--- config.mk ---
export PLATFORM = sky130hd
export DESIGN_NAME = ifu_fetch_flat
export DESIGN_NICKNAME = d
export VERILOG_FILES = /design/src/rtl/npc_pkg.sv /design/src/rtl/ifu_fetch_if.sv /design/src/rtl/ifu_pc_gen.sv /design/src/rtl/ifu_fetch.sv /design/src/flat_wrapper.sv
export SDC_FILE = /design/constraint.sdc
export NUM_CORES = 1
export LEC_CHECK = 0
export BUFFER_PORTS_ARGS = -buffer_cell sky130_fd_sc_hd__buf_2
export CELL_PAD_IN_SITES_DETAIL_PLACEMENT = 2
export CELL_PAD_IN_SITES_GLOBAL_PLACEMENT = 2
export CORE_MARGIN = 2
export CORE_UTILIZATION = 33
export CTS_CLUSTER_DIAMETER = 200
export DETAILED_ROUTE_END_ITERATION = 12
export PLACE_DENSITY_LB_ADDON = 0.3
export SYNTH_ARGS = -nofsm -noshare
export SYNTH_HDL_FRONTEND = slang
export SYNTH_SLANG_ARGS = --single-unit
--- constraint.sdc ---
create_clock -name clk -period 2.5 [get_ports clk]
set_clock_uncertainty 0.05 [all_clocks]
set_input_delay 0.625 -clock clk [delete_from_list [all_inputs] [get_ports clk]]
set_output_delay 0.625 -clock clk [all_outputs]
set_load 0.005 [all_outputs]
--- src/rtl/npc_pkg.sv ---
// Constants and state encoding shared by the fetch unit and the decode stage.
package npc_pkg;

   localparam int unsigned     XLEN       = 32;
   localparam int unsigned     INST_WIDTH = 32;
   localparam logic [XLEN-1:0] RESET_PC   = 32'h8000_0000;

   typedef enum logic [2:0] {
      IFU_IDLE  = 3'd0,
      IFU_REQ   = 3'd1,
      IFU_RESP  = 3'd2,
      IFU_HOLD  = 3'd3,
      IFU_FAULT = 3'd4
   } ifu_state_e;

endpackage

--- src/rtl/ifu_fetch_if.sv ---
// Fetch unit boundary: instruction-memory request/response, decode handoff,
// execute redirect and the sticky fault flag.
interface ifu_fetch_if #(
   parameter int unsigned XLEN = npc_pkg::XLEN
);

   logic                            imem_req_valid;
   logic                            imem_req_ready;
   logic [XLEN-1:0]                 imem_req_addr;
   logic                            imem_rsp_valid;
   logic [npc_pkg::INST_WIDTH-1:0]  imem_rsp_data;
   logic                            imem_rsp_err;
   logic                            inst_valid;
   logic                            inst_ready;
   logic [npc_pkg::INST_WIDTH-1:0]  inst;
   logic [XLEN-1:0]                 inst_pc;
   logic                            redirect_valid;
   logic [XLEN-1:0]                 redirect_pc;
   logic                            fault;

   modport master (
      output imem_req_valid, imem_req_addr, inst_valid, inst, inst_pc, fault,
      input  imem_req_ready, imem_rsp_valid, imem_rsp_data, imem_rsp_err,
      input  inst_ready, redirect_valid, redirect_pc
   );

   modport slave (
      input  imem_req_valid, imem_req_addr, inst_valid, inst, inst_pc, fault,
      output imem_req_ready, imem_rsp_valid, imem_rsp_data, imem_rsp_err,
      output inst_ready, redirect_valid, redirect_pc
   );

endinterface

--- src/rtl/ifu_pc_gen.sv ---
// Architectural PC register with next-PC selection (load > advance > hold)
// and the misaligned-target check on the load value.
module ifu_pc_gen #(
   parameter int unsigned     XLEN     = npc_pkg::XLEN,
   parameter logic [XLEN-1:0] RESET_PC = npc_pkg::RESET_PC
) (
   input  logic            clk,
   input  logic            rst_n,
   input  logic            advance_i,
   input  logic            load_i,
   input  logic [XLEN-1:0] load_pc_i,
   output logic [XLEN-1:0] pc_o,
   output logic [XLEN-1:0] pc_next_o,
   output logic            misaligned_o
);

   logic [XLEN-1:0] pc_q;
   logic [XLEN-1:0] pc_d;

   always_comb begin
      pc_d = pc_q;
      if (load_i) begin
         pc_d = load_pc_i;
      end else if (advance_i) begin
         pc_d = pc_q + XLEN'(4);
      end
   end

   always_ff @(posedge clk or negedge rst_n) begin
      if (!rst_n) begin
         pc_q <= RESET_PC;
      end else begin
         pc_q <= pc_d;
      end
   end

   assign pc_o         = pc_q;
   assign pc_next_o    = pc_d;
   assign misaligned_o = |load_pc_i[1:0];

endmodule

--- src/rtl/ifu_fetch.sv ---
// Instruction fetch unit: one outstanding imem read, holds the word for decode,
// and kills in-flight fetches on execute redirects.
module ifu_fetch #(
   parameter int unsigned     XLEN     = npc_pkg::XLEN,
   parameter logic [XLEN-1:0] RESET_PC = npc_pkg::RESET_PC
) (
   input  logic        clk,
   input  logic        rst_n,
   ifu_fetch_if.master bus
);

   import npc_pkg::*;

   ifu_state_e              state_q;
   logic                    kill_q;
   logic                    req_valid_q;
   logic [XLEN-1:0]         req_addr_q;
   logic                    inst_valid_q;
   logic [INST_WIDTH-1:0]   inst_q;
   logic [XLEN-1:0]         inst_pc_q;
   logic                    fault_q;

   logic [XLEN-1:0]         pc;
   logic [XLEN-1:0]         pc_next;
   logic                    misaligned;
   logic                    live;
   logic                    redir_ok;
   logic                    redir_bad;
   logic                    advance;

   always_comb begin
      live      = (state_q != IFU_FAULT);
      redir_ok  = bus.redirect_valid && !misaligned && live;
      redir_bad = bus.redirect_valid &&  misaligned && live;
      advance   = (state_q == IFU_HOLD) && bus.inst_ready && !bus.redirect_valid;
   end

   ifu_pc_gen #(
      .XLEN     (XLEN),
      .RESET_PC (RESET_PC)
   ) u_pc_gen (
      .clk          (clk),
      .rst_n        (rst_n),
      .advance_i    (advance),
      .load_i       (redir_ok),
      .load_pc_i    (bus.redirect_pc),
      .pc_o         (pc),
      .pc_next_o    (pc_next),
      .misaligned_o (misaligned)
   );

   // Every path into (or staying in) REQ loads the request address from pc_next,
   // so a redirect or sequential advance is visible on the very next request cycle.
   always_ff @(posedge clk or negedge rst_n) begin
      if (!rst_n) begin
         state_q      <= IFU_IDLE;
         kill_q       <= 1'b0;
         req_valid_q  <= 1'b0;
         req_addr_q   <= RESET_PC;
         inst_valid_q <= 1'b0;
         inst_q       <= '0;
         inst_pc_q    <= '0;
         fault_q      <= 1'b0;
      end else if (redir_bad) begin
         state_q      <= IFU_FAULT;
         kill_q       <= 1'b0;
         req_valid_q  <= 1'b0;
         inst_valid_q <= 1'b0;
         fault_q      <= 1'b1;
      end else begin
         case (state_q)
            IFU_IDLE: begin
               state_q     <= IFU_REQ;
               req_valid_q <= 1'b1;
               req_addr_q  <= pc_next;
            end
            IFU_REQ: begin
               if (bus.imem_req_ready) begin
                  state_q     <= IFU_RESP;
                  req_valid_q <= 1'b0;
                  kill_q      <= redir_ok;
               end else begin
                  req_addr_q  <= pc_next;
               end
            end
            IFU_RESP: begin
               if (bus.imem_rsp_valid) begin
                  if (kill_q || redir_ok) begin
                     kill_q      <= 1'b0;
                     state_q     <= IFU_REQ;
                     req_valid_q <= 1'b1;
                     req_addr_q  <= pc_next;
                  end else if (bus.imem_rsp_err) begin
                     state_q <= IFU_FAULT;
                     fault_q <= 1'b1;
                  end else begin
                     inst_q       <= bus.imem_rsp_data;
                     inst_pc_q    <= pc;
                     inst_valid_q <= 1'b1;
                     state_q      <= IFU_HOLD;
                  end
               end else if (redir_ok) begin
                  kill_q <= 1'b1;
               end
            end
            IFU_HOLD: begin
               if (redir_ok || bus.inst_ready) begin
                  inst_valid_q <= 1'b0;
                  state_q      <= IFU_REQ;
                  req_valid_q  <= 1'b1;
                  req_addr_q   <= pc_next;
               end
            end
            default: begin
            end
         endcase
      end
   end

   assign bus.imem_req_valid = req_valid_q;
   assign bus.imem_req_addr  = req_addr_q;
   assign bus.inst_valid     = inst_valid_q;
   assign bus.inst           = inst_q;
   assign bus.inst_pc        = inst_pc_q;
   assign bus.fault          = fault_q;

endmodule

--- src/flat_wrapper.sv ---
// flat-port wrapper written by rule: the top's interface ports become plain ports
module ifu_fetch_flat import npc_pkg::*;
#(
   parameter int unsigned     XLEN     = npc_pkg::XLEN,
   parameter logic [XLEN-1:0] RESET_PC = npc_pkg::RESET_PC
)
  (clk, rst_n, bus_imem_req_valid, bus_imem_req_addr, bus_inst_valid, bus_inst, bus_inst_pc, bus_fault, bus_imem_req_ready, bus_imem_rsp_valid, bus_imem_rsp_data, bus_imem_rsp_err, bus_inst_ready, bus_redirect_valid, bus_redirect_pc);
  ifu_fetch_if #(.XLEN(XLEN)) bus_i ();
  input  logic clk;
  input  logic rst_n;
  output wire logic [$bits(bus_i.imem_req_valid)-1:0] bus_imem_req_valid;
  output wire logic [$bits(bus_i.imem_req_addr)-1:0] bus_imem_req_addr;
  output wire logic [$bits(bus_i.inst_valid)-1:0] bus_inst_valid;
  output wire logic [$bits(bus_i.inst)-1:0] bus_inst;
  output wire logic [$bits(bus_i.inst_pc)-1:0] bus_inst_pc;
  output wire logic [$bits(bus_i.fault)-1:0] bus_fault;
  input wire logic [$bits(bus_i.imem_req_ready)-1:0] bus_imem_req_ready;
  input wire logic [$bits(bus_i.imem_rsp_valid)-1:0] bus_imem_rsp_valid;
  input wire logic [$bits(bus_i.imem_rsp_data)-1:0] bus_imem_rsp_data;
  input wire logic [$bits(bus_i.imem_rsp_err)-1:0] bus_imem_rsp_err;
  input wire logic [$bits(bus_i.inst_ready)-1:0] bus_inst_ready;
  input wire logic [$bits(bus_i.redirect_valid)-1:0] bus_redirect_valid;
  input wire logic [$bits(bus_i.redirect_pc)-1:0] bus_redirect_pc;
  assign bus_imem_req_valid = bus_i.imem_req_valid;
  assign bus_imem_req_addr = bus_i.imem_req_addr;
  assign bus_inst_valid = bus_i.inst_valid;
  assign bus_inst = bus_i.inst;
  assign bus_inst_pc = bus_i.inst_pc;
  assign bus_fault = bus_i.fault;
  assign bus_i.imem_req_ready = bus_imem_req_ready;
  assign bus_i.imem_rsp_valid = bus_imem_rsp_valid;
  assign bus_i.imem_rsp_data = bus_imem_rsp_data;
  assign bus_i.imem_rsp_err = bus_imem_rsp_err;
  assign bus_i.inst_ready = bus_inst_ready;
  assign bus_i.redirect_valid = bus_redirect_valid;
  assign bus_i.redirect_pc = bus_redirect_pc;
  ifu_fetch #(.XLEN(XLEN), .RESET_PC(RESET_PC)) u_core (.clk(clk), .rst_n(rst_n), .bus(bus_i));
endmodule
==> results.sh, run 1 <==
export IMPL_ir_worst_vdd_v=0.000483
export IMPL_drc_errors=0
export IMPL_io_pins=170
export IMPL_power_density_nw_per_um2=635
export IMPL_reg2reg_from="u_core.u_pc_gen.pc_o[3]$_DFF_PN0_"
export IMPL_nFillCells=1800
export IMPL_track_usage_pct=20.8
export IMPL_path_clk_slew_ps=60
export IMPL_netlist_instances=472
export IMPL_rows=48
export IMPL_cts_sinks=135
export IMPL_gr_total_overflow=0
export IMPL_min_period_ps=2440
export IMPL_post_dp_cell_area_um2=7350
export IMPL_yosysWarnings=0
export IMPL_synthToLayoutAreaGrowth_pct=35.2
export IMPL_ys_ff_latch=135
export IMPL_grt_max_degree=56
export IMPL_path_class="flop to flop"
export IMPL_worstPathArrival_ps=2740
export IMPL_setup_tns_ps=0
export IMPL_worstSkewPairLatency_ps=420
export IMPL_dp_final_hpwl_um=13500
export IMPL_synthAdderAreaFrac_pct=0.212
export IMPL_die_w_um=138
export IMPL_synthesis_nets=544
export IMPL_synth_area_um2=5900
export IMPL_ant_nets=0
export IMPL_end_kind="flop"
export IMPL_drv_cap=0
export IMPL_root_buffer="clkbuf_16"
export IMPL_synth_compound_area_share_pct=8.25
export IMPL_num_vias=4748
export IMPL_slew_violations=0
export IMPL_critPathLaunchType="flop"
export IMPL_grt_pass1_wl_um=29700
export IMPL_drt_iter0_drc=145
export IMPL_drt_met1_wl_um=8040
export IMPL_wl_um=19000
export IMPL_cts_buffers=17
export IMPL_layout_nets=751
export IMPL_highest_layer="met4"
export IMPL_route_met2_wl_um=10000
export IMPL_synth_edf_count=0
export IMPL_final_util_pct=45.9
export IMPL_slew_headroom_pct=62.1
export IMPL_setup_viol=0
export IMPL_num_antenna_cells=0
export IMPL_ys_flop_type="dfrtp_1"
export IMPL_vias_per_cell=5.18
export IMPL_synth_cell_types=52
export IMPL_numPortBuffers=169
export IMPL_post_drt_wl_per_cell_um=20.8
export IMPL_multiInputGateArea_um2=2400
export IMPL_core_area_um2=17400
export IMPL_seqCellArea_um2=3380
export IMPL_min_period_over_period_pct=97.5
export IMPL_synth_avg_cell_area_um2=12.5
export IMPL_wl_met3_um=713
export IMPL_gp_congestion=0.808
export IMPL_synth_top_family_by_area="multiplexers"
export IMPL_finalInstanceArea_um2=7970
export IMPL_fp_dieArea_um2=19000
export IMPL_cts_max_path_buffers=2
export IMPL_start_util_pct=34.0
export IMPL_cp_required_ps=2810
export IMPL_worstHoldPathType="primary input to asynchronous set/reset pin"
export IMPL_rsz0062_at_grt="yes"
export IMPL_die_y_um=138
export IMPL_synth_simple_area_share_pct=11.4
export IMPL_worst_pin_slew_ps=567
export IMPL_seq_area_frac_synth_pct=57.3
export IMPL_dr_pass1_iters=4
export IMPL_cts_tree="built"
export IMPL_outcome="finished clean"
export IMPL_antenna_found_initial=0
export IMPL_yosys_area_share_xor_xnor_pct=1.63
export IMPL_fmax_mhz=410
export IMPL_synthMuxAreaShare_pct=18.7
export IMPL_finalHoldViolCount=0
export IMPL_p_leak_nw=4.06
export IMPL_cts_max_level=4
export IMPL_critPathLaunch="u_core.u_pc_gen.pc_o[3]$_DFF_PN0_"
export IMPL_grt_pass1_vias=5319
export IMPL_async_flop_share_pct=100
export IMPL_path_max_fanout=18
export IMPL_drive_gt1_share_pct=51.2
## power by group
group / switching [mW] / internal [mW] / total (mW)
combinational: 0.101 / 0.0902 / 0.191
clock: 0.984 / 1.66 / 2.64
sequential: 0.0199 / 2.21 / 2.23
## path summary, 6_finish.rpt
| path | depth (start not counted) | end | slack (ps) |
|---|---|---|---|
| max | 6 | u_core.bus.imem_req_addr[30]$_DFFE_PN0P_ | 60 |
| min | 1 | u_core.u_pc_gen.pc_o[2]$_DFF_PN0_ | 50 |
| max reg2reg | 6 | u_core.bus.imem_req_addr[30]$_DFFE_PN0P_ | 60 |
| min reg2reg | 1 | u_core.bus.fault$_DFFE_PN0P_ | 420 |
| max in group asynchronous | 2 | u_core.bus.inst[18]$_DFFE_PN0P_ | 1700 |
| min in group clk | 2 | u_core.bus.inst[5]$_DFFE_PN0P_ | 370 |
## metrics by stage
stage	setup slack (ps)	power [mW]	hold WS, ps	std cells
3_5_place_dp	-256	2.47	412	886
4_1_cts	5.26	5.13	44.6	918
6_report	63.1	5.07	45.5	917
3_3_place_gp	-187	2.45	401	886
2_1_floorplan	12.6	2.31	279	472
5_1_grt	-11.5	5.24	63.1	917
## layout by cell type (no fill, tap or decap), types with 11 or more instances in the layout
master and instances:
a31oi_1 13, buf_2 168, buf_4 36, clkbuf_16 17, dfrtp_1 133, mux2_2 90, nand2_1 23, nor2_1 25
o21ai_0 21, xnor2_1 11
## sequential cells by signal (all words and copies together) (netlist names)
register                   cells
u_core.bus.imem_req_addr      32
u_core.bus.inst               32
u_core.bus.inst_pc            32
u_core.u_pc_gen.pc_o          32
u_core.state_q                 3
u_core.bus.fault               1
u_core.bus.imem_req_valid      1
u_core.bus.inst_valid          1
u_core.kill_q                  1
## area by class of cell
type	instances	share of cell area [%]
Timing Repair Buffer	212	15.8
Inverter	10	0.471
Clock inverter	14	2.29
Clock buffer	18	5.38
Tap cell	225	3.53
Sequential cell	135	42.4
Multi-Input combinational cell	303	30.1
## logic make-up (layout without fill, tap and decap cells)
family                     Yosys count  count (layout)
buffers and inverters               34             254
and+or+nand+nor                    122             122
xor gates and xnor gates            11              11
DFF                                135             135
adders and majority gates            1               1
AOI/OAI and AO/OA                   71              71
muxes                               98              98
## worst max-delay path, cell delays in order (launching register included)
cell	delay, ps
dfrtp_1	370
ha_2	210
nand4b_1	150
or4_4	670
or4_1	540
a31oi_1	190
mux2_2	190
## cells in the mapped netlist (2+ instances only)
cell / instances / area share [%]
or4_1: 7 / 0.89
a22oi_1: 3 / 0.38
dfrtp_1: 133 / 56
nand4_1: 9 / 0.95
and2_1: 2 / 0.21
nand2_1: 23 / 1.5
nor3b_1: 3 / 0.38
or2_2: 3 / 0.32
clkbuf_1: 9 / 0.57
and3_1: 2 / 0.21
or3_1: 9 / 0.95
dfstp_2: 2 / 0.89
o21ai_0: 21 / 1.8
nand2b_1: 5 / 0.53
nor2_1: 25 / 1.6
nor3_1: 7 / 0.59
mux2_1: 7 / 1.3
a31oi_1: 14 / 1.5
inv_1: 10 / 0.64
o31ai_1: 5 / 0.64
a21oi_1: 6 / 0.51
a311o_1: 5 / 0.85
xnor2_1: 11 / 1.6
or3b_2: 2 / 0.30
nor4_2: 2 / 0.42
o221a_2: 3 / 0.57
a21boi_0: 2 / 0.25
mux2_2: 90 / 17
nand3_1: 10 / 0.85
nor4_1: 6 / 0.64
buf_2: 14 / 1.2
o211a_1: 2 / 0.34
## layer usage
layer	vias up	GRT usage (%)
li1	2144	-
met5	-	0
met4	0	6.97
met2	105	36.6
met1	2481	26.1
met3	18	3.35
## repair_timing
item / CTS / global route
setup buffers: 0 / 0
setup endpoints to repair: 4 / 5
pin swaps: 2 / 1
gates resized for setup: 2 / 2
hold buffers: 0 / 0
Note: power is estimated with default switching activity, not from simulation.
==> run 2, diff against run 1 <==
- CORE_UTILIZATION: 33 -> 35
- CTS_BUF_LIST: unset -> sky130_fd_sc_hd__clkbuf_4 sky130_fd_sc_hd__clkbuf_8
==> run 2 against run 1 <==
Core utilization up 0.84 points. Sequential cell count unchanged. Wire length down 1.5%. Combinational power about the same. Register-to-register slack about the same. Non-clock buffer count down 3. Critical path depth up 1. Count of clock-buffer cells in the layout unchanged.
==> results.sh, run 2 (synthesized netlist as in run 1, its figures left out) <==
export IMPL_cts_hold_buf=0
export IMPL_cp_slowest_stage_delay_ps=540
export IMPL_fmax_mhz=411
export IMPL_critPathLaunch="u_core.u_pc_gen.pc_o[3]$_DFF_PN0_"
export IMPL_core_area_um2=16500
export IMPL_path_clk_slew_ps=80
export IMPL_gr_total_overflow=0
export IMPL_wl_um=18800
export IMPL_num_vias=4698
export IMPL_post_dp_cell_area_um2=7260
export IMPL_drv_cap=0
export IMPL_end_kind="flop"
export IMPL_drt_iter0_drc=147
export IMPL_worstSkewPairLatency_ps=450
export IMPL_antenna_found_initial=0
export IMPL_layout_nets=748
export IMPL_power_density_nw_per_um2=541
export IMPL_worst_path_buf_inv=1
export IMPL_grt_max_degree=51
export IMPL_worst_pin_slew_ps=629
export IMPL_seqCellArea_um2=3380
export IMPL_track_usage_pct=21.6
export IMPL_fp_dieArea_um2=17900
export IMPL_cts_max_level=4
export IMPL_slew_violations=0
export IMPL_rrSetupSlack_ps=70
export IMPL_finalInstanceArea_um2=7730
export IMPL_cpLargestDelayFamily="simple AND/OR/NAND/NOR gates"
export IMPL_path_max_fanout=18
export IMPL_cts_max_path_buffers=2
export IMPL_path_depth=7
export IMPL_dpl_cell_count=874
export IMPL_gp_congestion=0.794
export IMPL_crit_path_top_delay_cell="or4_1"
export IMPL_path_class="flop to flop"
export IMPL_cp_required_ps=2840
export IMPL_multiInputGateArea_um2=2420
export IMPL_synthToLayoutAreaGrowth_pct=31.0
export IMPL_r2r_cells=7
export IMPL_worstPathArrival_ps=2770
export IMPL_num_antenna_cells=0
export IMPL_min_period_ps=2430
export IMPL_fin_cells=908
export IMPL_setup_viol=0
export IMPL_start_util_pct=35.7
export IMPL_die_w_um=134
export IMPL_dr_pass1_iters=4
export IMPL_reg2reg_from="u_core.u_pc_gen.pc_o[3]$_DFF_PN0_"
export IMPL_grt_pass1_vias=5334
export IMPL_numPortBuffers=169
export IMPL_outcome="finished clean"
export IMPL_drc_errors=0
export IMPL_rsz0062_at_grt="yes"
export IMPL_grt_pass1_wl_um=30000
export IMPL_critPathLaunchType="flop"
export IMPL_layout_commonest_cell="buf_2"
export IMPL_post_drt_wl_per_cell_um=20.7
export IMPL_min_period_over_period_pct=97.4
export IMPL_rows=47
export IMPL_reg2reg_to="u_core.bus.imem_req_addr[26]$_DFFE_PN0P_"
export IMPL_cts_tree="built"
export IMPL_crit_top_cell="or4_1"
export IMPL_slew_headroom_pct=57.9
export IMPL_root_buffer="clkbuf_8"
export IMPL_cts_buffers=17
export IMPL_ant_nets=0
export IMPL_cts_sinks=135
export IMPL_worstHoldPathType="primary input to asynchronous set/reset pin"
export IMPL_ir_worst_vdd_v=0.000338
export IMPL_nFillCells=1709
export IMPL_vias_per_cell=5.17
export IMPL_io_pins=170
export IMPL_drive_gt1_share_pct=51.0
export IMPL_dp_final_hpwl_um=13900
export IMPL_p_leak_nw=3.95
export IMPL_finalHoldViolCount=0
export IMPL_final_cell_mix="buf_2 (168), dfrtp_1 (133), mux2_2 (90), buf_4 (33), nor2_1 (25)"
export IMPL_die_y_um=134
export IMPL_crit_chain="ha_4 > nand4b_1 > or4_1 > buf_6 > or4_1 > a31oi_2 > mux2_2"
[run 2: worst max-delay path by stage]
stage	end	slack, ps
floorplan	u_core.bus.imem_req_addr[10]$_DFFE_PN0P_	10
global placement	u_core.bus.imem_req_addr[26]$_DFFE_PN0P_	-160
detailed placement	u_core.bus.imem_req_addr[28]$_DFFE_PN0P_	-270
CTS	u_core.bus.imem_req_addr[28]$_DFFE_PN0P_	10
global route	u_core.bus.imem_req_addr[19]$_DFFE_PN0P_	-20
finish	u_core.bus.imem_req_addr[26]$_DFFE_PN0P_	70
[run 2: per-stage QoR]
| step | setup slack (ps) | setup TNS [ps] | hold slack [ps] | power, mW | util [%] |
|---|---|---|---|---|---|
| detailed placement | -273 | -9680 | 416 | 2.46 | 43.9 |
| floorplan | 12.6 | 0 | 279 | 2.31 | - |
| CTS | 11.2 | 0 | 75.6 | 4.24 | 46.3 |
| global placement | -163 | -4170 | 402 | 2.45 | 43.9 |
| global route | -21.1 | -285 | 79.4 | 4.35 | 46.8 |
| finish | 65.5 | 0 | 66.5 | 4.18 | 46.8 |
[run 2: report_power, final]
part	internal, mW	switching, mW
Combinational	0.0899	0.100
Sequential	2.21	0.0208
Clock	0.900	0.864
[run 2: area by class of cell]
cell class,instances,area share (%)
Clock buffer,18,3.21
Clock inverter,13,1.70
Inverter,10,0.486
Multi-Input combinational cell,303,31.3
Sequential cell,135,43.7
Tap cell,220,3.56
Timing Repair Buffer,209,16.0
[run 2: repair_timing]
action / in CTS / in global routing
endpoints found under the setup margin: 3 / 68
buffers inserted: 0 / 2
gates resized for setup: 3 / 4
pin swaps: 1 / 3
gates cloned: 0 / 1
[run 2: per-layer routing]
metal	vias up	share of wire [%]	track usage, %	routed length (µm)
li1	2136	-	-	-
met1	2424	41	26.9	7740
met2	115	54	38.4	10100
met3	23	3.3	3.74	625
met4	0	1.4	6.62	257
met5	-	0	0	0
==> run 3, diff against run 2 <==
- BUFFER_PORTS_ARGS: -buffer_cell sky130_fd_sc_hd__buf_2 -> unset
- CORE_UTILIZATION: 35 -> 42
- DONT_BUFFER_PORTS: unset -> 1
==> run 3 against run 2 <==
The flow now finishes with violations (negative hold slack). Highest routed layer unchanged. Total power is 1.9% lower. Sequential power hardly changed. Final area fell by 13%. Global-route usage rose by 1.5 points. Core utilization is 2.1 points higher. Count of clock-buffer cells in the layout increased by 2. Via count is 14% lower. Sequential share of layout area grew 6.5 points.
==> results.sh, run 3 (synthesized netlist as in run 1, its figures left out) <==
export IMPL_outcome="complete, but fails checks"
export IMPL_violations="negative hold slack"
export IMPL_layout_commonest_cell="dfrtp_1"
export IMPL_slew_violations=0
export IMPL_slew_headroom_pct=59.1
export IMPL_final_cell_mix="dfrtp_1 (133), mux2_2 (90), buf_4 (30), nor2_1 (25), nand2_1 (23)"
export IMPL_drc_errors=0
export IMPL_worstSkewPairLatency_ps=450
export IMPL_root_buffer="clkbuf_8"
export IMPL_antenna_found_initial=0
export IMPL_worstPathArrival_ps=2710
export IMPL_gp_congestion=0.832
export IMPL_numPortBuffers=0
export IMPL_die_w_um=123
export IMPL_vias_per_cell=5.83
export IMPL_drt_iter0_drc=144
export IMPL_worstHoldPathType="primary input to asynchronous set/reset pin"
export IMPL_core_area_um2=13800
export IMPL_grt_max_degree=136
export IMPL_num_antenna_cells=0
export IMPL_grt_pass1_vias=4582
export IMPL_post_drt_wl_per_cell_um=24.0
export IMPL_rsz0062_at_grt="yes"
export IMPL_die_y_um=123
export IMPL_cts_buffers=17
export IMPL_gr_total_overflow=0
export IMPL_crit_path_top_delay_cell="or4_4"
export IMPL_num_vias=4031
export IMPL_cts_max_level=4
export IMPL_totalPowerFinal_mw=4.10
export IMPL_track_usage_pct=23.1
export IMPL_final_util_pct=48.9
export IMPL_ir_worst_vdd_v=0.000274
export IMPL_start_util_pct=42.8
export IMPL_min_period_over_period_pct=96.6
export IMPL_cts_sinks=135
export IMPL_finalHoldViolCount=133
export IMPL_layout_nets=572
export IMPL_cp_required_ps=2800
export IMPL_cp_slowest_stage_delay_ps=620
export IMPL_fp_dieArea_um2=15000
export IMPL_rows=43
export IMPL_end_kind="flop"
export IMPL_cts_tree="built"
export IMPL_r2r_cells=7
export IMPL_critPathLaunchType="flop"
export IMPL_setup_viol=0
export IMPL_wl_um=16600
export IMPL_min_period_ps=2420
export IMPL_path_class="flop to flop"
export IMPL_worst_pin_slew_ps=608
export IMPL_cts_max_path_buffers=2
export IMPL_fmax_mhz=414
export IMPL_io_pins=170
export IMPL_path_clk_slew_ps=80
export IMPL_crit_chain="ha_2 > nand4b_1 > or4_4 > buf_4 > o31ai_1 > a31oi_2 > mux2_2"
export IMPL_grt_pass1_wl_um=26100
export IMPL_path_max_fanout=5
export IMPL_drive_gt1_share_pct=35.2
export IMPL_p_leak_nw=3.07
export IMPL_ant_nets=0
export IMPL_whs_ps=-179
export IMPL_drv_cap=0
export IMPL_reg2reg_from="u_core.u_pc_gen.pc_o[2]$_DFF_PN0_"
export IMPL_rrSetupSlack_ps=80
export IMPL_dr_pass1_iters=4
export IMPL_synthToLayoutAreaGrowth_pct=14.2
export IMPL_reg2reg_to="u_core.bus.imem_req_addr[30]$_DFFE_PN0P_"
export IMPL_dp_final_hpwl_um=11700
export IMPL_power_density_nw_per_um2=609
[run 3: changes by cell type in the layout (fill, tap and decap cells not counted), sizes merged]
cell    previous run  this run
clkbuf            19        20
buf              208        33
clkinv             8         6
[run 3: what timing repair did]
item,CTS,global route
gates resized for setup,1,10
pin swaps,0,3
setup buffers,0,1
endpoints found under the setup margin,7,20
endpoints found under the hold margin,135,135
[run 3: final cells by class]
type                       instances  area [µm²]
clock buffer                      20         269
clock inverter                    11         125
fill                            1388        7040
inverter                          10        37.5
multi-input combinational        303        2430
sequential                       135        3380
tap                              180         225
timing repair buffer              33         268
[run 3: metal layers]
metal  wire length (µm)  vias to the layer above  track usage, %
li1                   -                     1785               -
met2               8700                      105            39.0
met3               1060                       17            7.34
met4                236                        0            8.26
met1               6620                     2124            27.7
met5                  0                        -               0
[run 3: how the worst max path moves through the flow]
stage,slack [ps],depth (start not counted),start,endpoint
floorplan,10,6,bus_redirect_pc[1],u_core.bus.imem_req_addr[10]$_DFFE_PN0P_
global placement,-20,6,bus_redirect_valid,u_core.bus.imem_req_addr[22]$_DFFE_PN0P_
detailed placement,-100,6,bus_redirect_valid,u_core.bus.imem_req_addr[24]$_DFFE_PN0P_
CTS,20,6,u_core.state_q[2]$_DFFE_PN0P_,u_core.bus.imem_req_addr[19]$_DFFE_PN0P_
global route,-50,7,u_core.u_pc_gen.pc_o[2]$_DFF_PN0_,u_core.bus.imem_req_addr[30]$_DFFE_PN0P_
finish,80,7,u_core.u_pc_gen.pc_o[2]$_DFF_PN0_,u_core.bus.imem_req_addr[30]$_DFFE_PN0P_
[run 3: worst max-delay path, delay by kind of cell, from the launching register on]
| kind | cells | cell delay (ps) |
|---|---|---|
| compound gates | 2 | 470 |
| fa+ha+maj | 1 | 200 |
| buf+inv | 1 | 170 |
| flops | 1 | 380 |
| mux | 1 | 290 |
| simple gates | 2 | 750 |
[run 3: power by group]
group          total [mW]  switching (mW)  internal (mW)
clock network        1.81           0.869          0.945
logic              0.0548          0.0227         0.0320
registers            2.23          0.0251           2.21
total                4.10           0.916           3.19
[run 3: per-stage QoR]
step	TNS [ps]	setup WS (ps)	area [µm²]	std cells
after detailed placement	-1770	-102	6280	660
after CTS	0	21.7	6680	691
after floorplan	0	12.6	5900	472
after global routing	-55.5	-45.6	6730	692
final	0	85.0	6730	692
after global placement	-35.9	-18.6	6280	660
